File: config.mk
export PLATFORM = sky130hd
export DESIGN_NAME = mips_fetch_stage_flat
export DESIGN_NICKNAME = d
export VERILOG_FILES = /design/src/rtl/mips_pkg.sv /design/src/rtl/mips_fetch_stage_if.sv /design/src/rtl/if_id_reg.sv /design/src/rtl/mips_fetch_stage.sv /design/src/flat_wrapper.sv
export SDC_FILE = /design/constraint.sdc
export NUM_CORES = 1
export LEC_CHECK = 0
export ABC_AREA = 1
export CORE_UTILIZATION = 45
export CTS_CLUSTER_SIZE = 20
export DETAILED_ROUTE_END_ITERATION = 8
export GPL_ROUTABILITY_DRIVEN = 0
export PLACE_DENSITY = 0.76
export SYNTH_ARGS = -nofsm -noshare
export SYNTH_HDL_FRONTEND = slang
export SYNTH_SLANG_ARGS = --single-unit
File: constraint.sdc
create_clock -name clk -period 2.68 [get_ports clk]
set_input_delay 0.536 -clock clk [delete_from_list [all_inputs] [get_ports clk]]
set_output_delay 0.536 -clock clk [all_outputs]
set_load 0.005 [all_outputs]
File: src/rtl/mips_pkg.sv
// mips_pkg
//   Shared constants for the MIPS pipeline front end: instruction width,
//   register-specifier field positions, the NOP encoding, the default reset PC
//   and a saturating-increment helper used by the performance counters.
package mips_pkg;

    localparam int INSTR_W    = 32;
    localparam int REG_ADDR_W = 5;

    localparam int RS_HI = 25;
    localparam int RS_LO = 21;
    localparam int RT_HI = 20;
    localparam int RT_LO = 16;

    // sll $0,$0,0 encodes as all zeros.
    localparam logic [INSTR_W-1:0] NOP_INSTR        = '0;
    localparam logic [INSTR_W-1:0] RESET_PC_DEFAULT = 32'h0000_0000;

    // Increment that sticks at all-ones instead of wrapping.
    function automatic logic [31:0] sat_inc(input logic [31:0] value);
        return (value == 32'hFFFF_FFFF) ? value : value + 32'd1;
    endfunction

endpackage

File: src/rtl/mips_fetch_stage_if.sv
// mips_imem_if
//   Instruction-memory bus between the fetch stage and an async-read memory.
//   imem_addr  : byte address of the instruction being fetched (fetch -> mem)
//   imem_rdata : instruction word at imem_addr, same cycle     (mem -> fetch)
//   Modports: master = fetch stage, slave = instruction memory.
interface mips_imem_if;
    import mips_pkg::*;

    logic [INSTR_W-1:0] imem_addr;
    logic [INSTR_W-1:0] imem_rdata;

    modport master (output imem_addr, input  imem_rdata);
    modport slave  (input  imem_addr, output imem_rdata);

endinterface

File: src/rtl/if_id_reg.sv
// if_id_reg
//   IF/ID pipeline register holding the fetched instruction, its PC+4 and a
//   valid bit. A flush clears the register to a NOP bubble and takes priority
//   over the load enable; with load low the contents hold.
//   Ports:
//     clk, rst_n       : clock, asynchronous active-low reset
//     flush            : squash the contents (taken redirect)
//     load             : capture instr_in/pc_plus4_in this edge
//     instr_in         : fetched instruction word
//     pc_plus4_in      : PC+4 of the fetched instruction
//     instr, pc_plus4, valid : registered outputs
module if_id_reg
    import mips_pkg::*;
(
    input  logic               clk,
    input  logic               rst_n,
    input  logic               flush,
    input  logic               load,
    input  logic [INSTR_W-1:0] instr_in,
    input  logic [INSTR_W-1:0] pc_plus4_in,
    output logic [INSTR_W-1:0] instr,
    output logic [INSTR_W-1:0] pc_plus4,
    output logic               valid
);

    logic [INSTR_W-1:0] instr_q,    instr_d;
    logic [INSTR_W-1:0] pc_plus4_q, pc_plus4_d;
    logic               valid_q,    valid_d;

    always_comb begin
        // NOTE: every variable gets a default first so no path leaves it
        // unassigned; that is what keeps this block from inferring a latch.
        instr_d    = instr_q;
        pc_plus4_d = pc_plus4_q;
        valid_d    = valid_q;
        if (flush) begin
            instr_d    = NOP_INSTR;
            pc_plus4_d = '0;
            valid_d    = 1'b0;
        end else if (load) begin
            instr_d    = instr_in;
            pc_plus4_d = pc_plus4_in;
            valid_d    = 1'b1;
        end
    end

    always_ff @(posedge clk or negedge rst_n) begin
        // NOTE: non-blocking assignments here so every flop samples the
        // pre-edge values regardless of statement order.
        if (!rst_n) begin
            instr_q    <= NOP_INSTR;
            pc_plus4_q <= '0;
            valid_q    <= 1'b0;
        end else begin
            instr_q    <= instr_d;
            pc_plus4_q <= pc_plus4_d;
            valid_q    <= valid_d;
        end
    end

    assign instr    = instr_q;
    assign pc_plus4 = pc_plus4_q;
    assign valid    = valid_q;

endmodule

File: src/rtl/mips_fetch_stage.sv
// mips_fetch_stage
//   Instruction-fetch stage: program counter, next-PC selection, IF/ID
//   register and stall/flush performance counters.
//   Parameters:
//     RESET_PC : PC loaded on reset
//     XLEN     : datapath width (only 32 is supported)
//   Ports:
//     clk, rst_n        : clock, asynchronous active-low reset
//     PCWrite           : 1 = PC advances, 0 = PC holds (load-use stall)
//     IF_ID_Write       : 1 = IF/ID loads, 0 = IF/ID holds
//     redirect_valid    : taken branch/jump from ID; flushes IF/ID
//     redirect_target   : new PC, low two bits ignored
//     imem              : instruction-memory bus (addr out, rdata in)
//     IF_ID_Instr/PCPlus4/Valid : IF/ID register contents
//     IF_ID_RegisterRs/Rt       : source register fields for the hazard unit
//     stall_count, flush_count  : saturating event counters
module mips_fetch_stage
    import mips_pkg::*;
#(
    parameter logic [31:0] RESET_PC = RESET_PC_DEFAULT,
    parameter int          XLEN     = 32
) (
    input  logic                  clk,
    input  logic                  rst_n,
    input  logic                  PCWrite,
    input  logic                  IF_ID_Write,
    input  logic                  redirect_valid,
    input  logic [XLEN-1:0]       redirect_target,
    mips_imem_if.master           imem,
    output logic [XLEN-1:0]       IF_ID_Instr,
    output logic [XLEN-1:0]       IF_ID_PCPlus4,
    output logic                  IF_ID_Valid,
    output logic [REG_ADDR_W-1:0] IF_ID_RegisterRs,
    output logic [REG_ADDR_W-1:0] IF_ID_RegisterRt,
    output logic [31:0]           stall_count,
    output logic [31:0]           flush_count
);

    logic [XLEN-1:0] pc_q, pc_d;
    logic [XLEN-1:0] pc_plus4;
    logic [31:0]     stall_count_q, stall_count_d;
    logic [31:0]     flush_count_q, flush_count_d;

    // Wraps modulo 2^32 by construction.
    assign pc_plus4 = pc_q + 32'd4;

    always_comb begin
        pc_d          = pc_q;
        stall_count_d = stall_count_q;
        flush_count_d = flush_count_q;
        if (redirect_valid) begin
            // Redirect wins over a stall: the wrong-path fetch is discarded anyway.
            pc_d          = redirect_target & ~32'h3;
            flush_count_d = sat_inc(flush_count_q);
        end else if (!PCWrite) begin
            stall_count_d = sat_inc(stall_count_q);
        end else begin
            pc_d = pc_plus4;
        end
    end

    always_ff @(posedge clk or negedge rst_n) begin
        if (!rst_n) begin
            pc_q          <= RESET_PC;
            stall_count_q <= '0;
            flush_count_q <= '0;
        end else begin
            pc_q          <= pc_d;
            stall_count_q <= stall_count_d;
            flush_count_q <= flush_count_d;
        end
    end

    // Address comes straight from the PC flop, never from redirect inputs.
    assign imem.imem_addr = pc_q;

    if_id_reg u_if_id_reg (
        .clk         (clk),
        .rst_n       (rst_n),
        .flush       (redirect_valid),
        .load        (IF_ID_Write),
        .instr_in    (imem.imem_rdata),
        .pc_plus4_in (pc_plus4),
        .instr       (IF_ID_Instr),
        .pc_plus4    (IF_ID_PCPlus4),
        .valid       (IF_ID_Valid)
    );

    assign IF_ID_RegisterRs = IF_ID_Instr[RS_HI:RS_LO];
    assign IF_ID_RegisterRt = IF_ID_Instr[RT_HI:RT_LO];
    assign stall_count      = stall_count_q;
    assign flush_count      = flush_count_q;

endmodule

File: src/flat_wrapper.sv
// flat-port wrapper written by rule: the top's interface ports become plain ports
module mips_fetch_stage_flat import mips_pkg::*;
#(
    parameter logic [31:0] RESET_PC = RESET_PC_DEFAULT,
    parameter int          XLEN     = 32
)
  (clk, rst_n, PCWrite, IF_ID_Write, redirect_valid, redirect_target, IF_ID_Instr, IF_ID_PCPlus4, IF_ID_Valid, IF_ID_RegisterRs, IF_ID_RegisterRt, stall_count, flush_count, imem_imem_addr, imem_imem_rdata);
  mips_imem_if imem_i ();
  input  logic clk;
  input  logic rst_n;
  input  logic PCWrite;
  input  logic IF_ID_Write;
  input  logic redirect_valid;
  input  logic [XLEN-1:0] redirect_target;
  output logic [XLEN-1:0] IF_ID_Instr;
  output logic [XLEN-1:0] IF_ID_PCPlus4;
  output logic IF_ID_Valid;
  output logic [REG_ADDR_W-1:0] IF_ID_RegisterRs;
  output logic [REG_ADDR_W-1:0] IF_ID_RegisterRt;
  output logic [31:0] stall_count;
  output logic [31:0] flush_count;
  output wire logic [$bits(imem_i.imem_addr)-1:0] imem_imem_addr;
  input wire logic [$bits(imem_i.imem_rdata)-1:0] imem_imem_rdata;
  assign imem_imem_addr = imem_i.imem_addr;
  assign imem_i.imem_rdata = imem_imem_rdata;
  mips_fetch_stage #(.RESET_PC(RESET_PC), .XLEN(XLEN)) u_core (.clk(clk), .rst_n(rst_n), .PCWrite(PCWrite), .IF_ID_Write(IF_ID_Write), .redirect_valid(redirect_valid), .redirect_target(redirect_target), .imem(imem_i), .IF_ID_Instr(IF_ID_Instr), .IF_ID_PCPlus4(IF_ID_PCPlus4), .IF_ID_Valid(IF_ID_Valid), .IF_ID_RegisterRs(IF_ID_RegisterRs), .IF_ID_RegisterRt(IF_ID_RegisterRt), .stall_count(stall_count), .flush_count(flush_count));
endmodule
==> run summary <==
DIE AREA -> 19900 sq um
worst-path fanout max -> 37
Pre-antenna DRT Iters -> 5
port bufs -> 235
GRT Total Usage -> 26.6%
clock latency on the worst-skew pair -> 0.43 ns
row cnt -> 50
# resized after CTS -> 0
IO Pins -> 240
final max-slew violation count -> 0
largest net degree at the start of global routing -> 49
CP most frequent cell -> nand2_1
DRC viols -> 0
Max Root-Sink Buffers -> 2
GR peak layer -> met2
Hold Fails Final Rpt -> 0
#FFs+latches synth -> 158
crit-path cells -> ha_1 -> inv_2 -> nor2_4 -> nand2_1 -> nor2_2 -> nand3b_2 -> nand2_4 -> inv_4 -> nand2_1 -> nand2_1
Critical Path Sink Type -> flop
Worst R2R Setup Slack -> 0.54 ns
Max stage delay cell, worst path -> dfrtp_1
Worst EP required -> 3.00 ns
Worst-path clk slew -> 0.07 ns
register area share after synthesis -> 45.5%
width of the die -> 141 um
min Tclk post-route -> 2.14 ns
H-Tree Depth -> 4
Hold Path Class -> primary input to async pin
total power -> 6.32 mW
Fin Setup TNS -> 0 ns
CTS tree -> done
cells after synthesis -> 1163
CP peak stage delay -> 0.45 ns
cells on worst reg2reg path -> 10
Non-Filler Instances -> 1655
DRT antenna net count -> 0
RR Endpoint -> u_core.stall_count[11]
Final Cycle Share -> 80.0%
met1 usage -> 34.1%
Top Family by Delay on Critical Path -> simple AND/OR/NAND/NOR gates
outcome -> finished clean
Initial Utilization -> 46.1%
f_max -> 0.466 GHz
CTS Hold Bufs -> 0
crit path buf inv count -> 2
Power per Cell Area -> 536 nW/um^2
max-cap violation count -> 0
Synth area leaders -> dfrtp_1 (46%), nand2_1 (22%), nor2_1 (6.0%), a22o_1 (3.2%), nand3b_1 (2.9%)
CORE AREA -> 18800 sq um
GRT Residual Overflow -> 0
Yosys top cell by area -> dfrtp_1
initial antenna violation count -> 0
Starting DRT DRC Count -> 464
Area Overhead vs Synth -> 35.8%
reg-to-reg startpoint -> u_core.stall_count[0]
met3 usage -> 6.39%
Post-Syn Area per Cell -> 7.47 sq um
clk sinks -> 158
via count -> 8454
Lkg Pwr -> 5.25 nW
crit path kind -> flop to flop
RSZ-0062 raised after global routing -> false
Routed WL -> 25700 um
CP startpoint kind -> flop
Via-to-Cell Ratio -> 5.11
GR Util met2 -> 43.5%
fin nets -> 1454
CTS root buf -> clkbuf_16
Die Ht -> 141 um
Netlist cell types -> 33
vias in the first global route -> 7921
register area -> 3950 sq um
dpl hpwl -> 18900 um
share of cells above drive strength 1 -> 5.02%
WP data arrival -> 2.46 ns
synthesized area -> 8680 sq um
Num CTS Buffers -> 17
placed insts -> 1623
Post-CTS Repair Setup Buffers -> 0
first-pass GRT wire length -> 41200 um
clock skew -> 0.0125 ns
setup violators final -> 0
maximum vdd drop -> 0.403 mV
top-area cell type share of the netlist area -> 45.5%
Filler Cell Count -> 1714
Yosys warnings -> 0
WL per Instance -> 15.5 um
ant diodes -> 0
multi-input logic area -> 4250 sq um
==> cell families (layout without fill, tap and decap cells) <==
kind of cell	count (synthesis)	after routing	synth area share [%]
simple gates	757	757	36.2
other cells	1	2	0.0432
compound gates	109	109	8.62
buf+inv	101	332	5.69
xor+xnor	34	34	3.43
fa+ha+maj	3	3	0.432
flops	158	158	45.5
==> stage by stage <==
step                hold WS (ns)  worst slack [ns]  utilization [%]  cell area, sq um
finish                    0.0394             0.536             62.6             11800
global placement           0.457             0.602             59.5             11200
detailed placement         0.465             0.566             59.5             11200
CTS                       0.0548             0.549             62.6             11800
floorplan                  0.240             0.989                -              8690
global route              0.0710             0.334             62.6             11800
==> how the worst max path moves through the flow <==
stage          slack, ns                  start  cells after the start                      to
2_1_floorplan       0.99  u_core.stall_count[0]                     11  u_core.stall_count[11]
3_3_place_gp        0.60                PCWrite                      6  u_core.stall_count[27]
3_5_place_dp        0.57  u_core.stall_count[0]                     10  u_core.stall_count[11]
4_1_cts             0.55  u_core.stall_count[0]                     10  u_core.stall_count[11]
5_1_grt             0.33  u_core.stall_count[0]                     10  u_core.stall_count[25]
6_report            0.54  u_core.stall_count[0]                     10  u_core.stall_count[11]
==> layout by cell type, fill, tap and decap left out, types with 8 or more instances in the layout <==
cell type,instances
nor2_2,9
buf_4,12
o21ai_0,32
dfrtp_1,158
nand2_1,507
xnor2_1,16
a22oi_1,28
nand3_1,29
nand3b_1,33
inv_1,46
clkdlybuf4s50_1,233
nand4_1,28
nor2_1,137
xor2_1,18
o21ai_1,8
clkbuf_16,17
a22o_1,32
==> cell usage after synthesis <==
library cell,instances
buf_4,18
inv_2,3
clkbuf_1,19
a21oi_1,4
nand2_1,507
nor2_4,2
buf_1,4
o21bai_1,4
o211ai_1,1
nor3_1,3
nand3_1,29
nand3b_1,33
buf_2,4
ha_1,3
nand2_4,2
nor2_1,139
xor2_1,18
a22o_1,32
nand2_2,2
o21ai_1,8
nor2_2,8
nand4_1,28
o21ai_0,32
nand3b_2,1
nor3b_1,1
conb_1,1
inv_4,2
and2_1,2
a22oi_1,28
buf_6,5
inv_1,46
xnor2_1,16
dfrtp_1,158
==> sequential cells by signal, summed over array words and instances (netlist names) <==
name,flops
u_core.stall_count,32
u_core.imem.imem_addr,30
u_core.u_if_id_reg.pc_plus4,31
u_core.u_if_id_reg.valid,1
u_core.u_if_id_reg.instr,32
u_core.flush_count,32
==> where the power goes <==
group	total [mW]	switching, mW	internal, mW
registers	2.77	0.214	2.56
logic	1.08	0.496	0.581
clock network	2.47	1.14	1.33
total	6.32	1.85	4.47
==> routing by layer <==
metal  wire length, um  share of wire [%]  up-vias
met5                 0                  0        -
met4               782                3.0        0
met3              1760                6.8       48
met2             12200                 47      303
met1             11000                 43     3911
li1                  -                  -     4192
==> layout make-up <==
type	count	area share, %
Timing Repair Buffer	249	21.0
Multi-Input combinational cell	905	36.0
Inverter	51	1.67
Tap cell	260	2.76
Clock buffer	17	3.61
Sequential cell	158	33.5
Clock inverter	15	1.36
No activity file was read; power rests on OpenSTA's default activity.
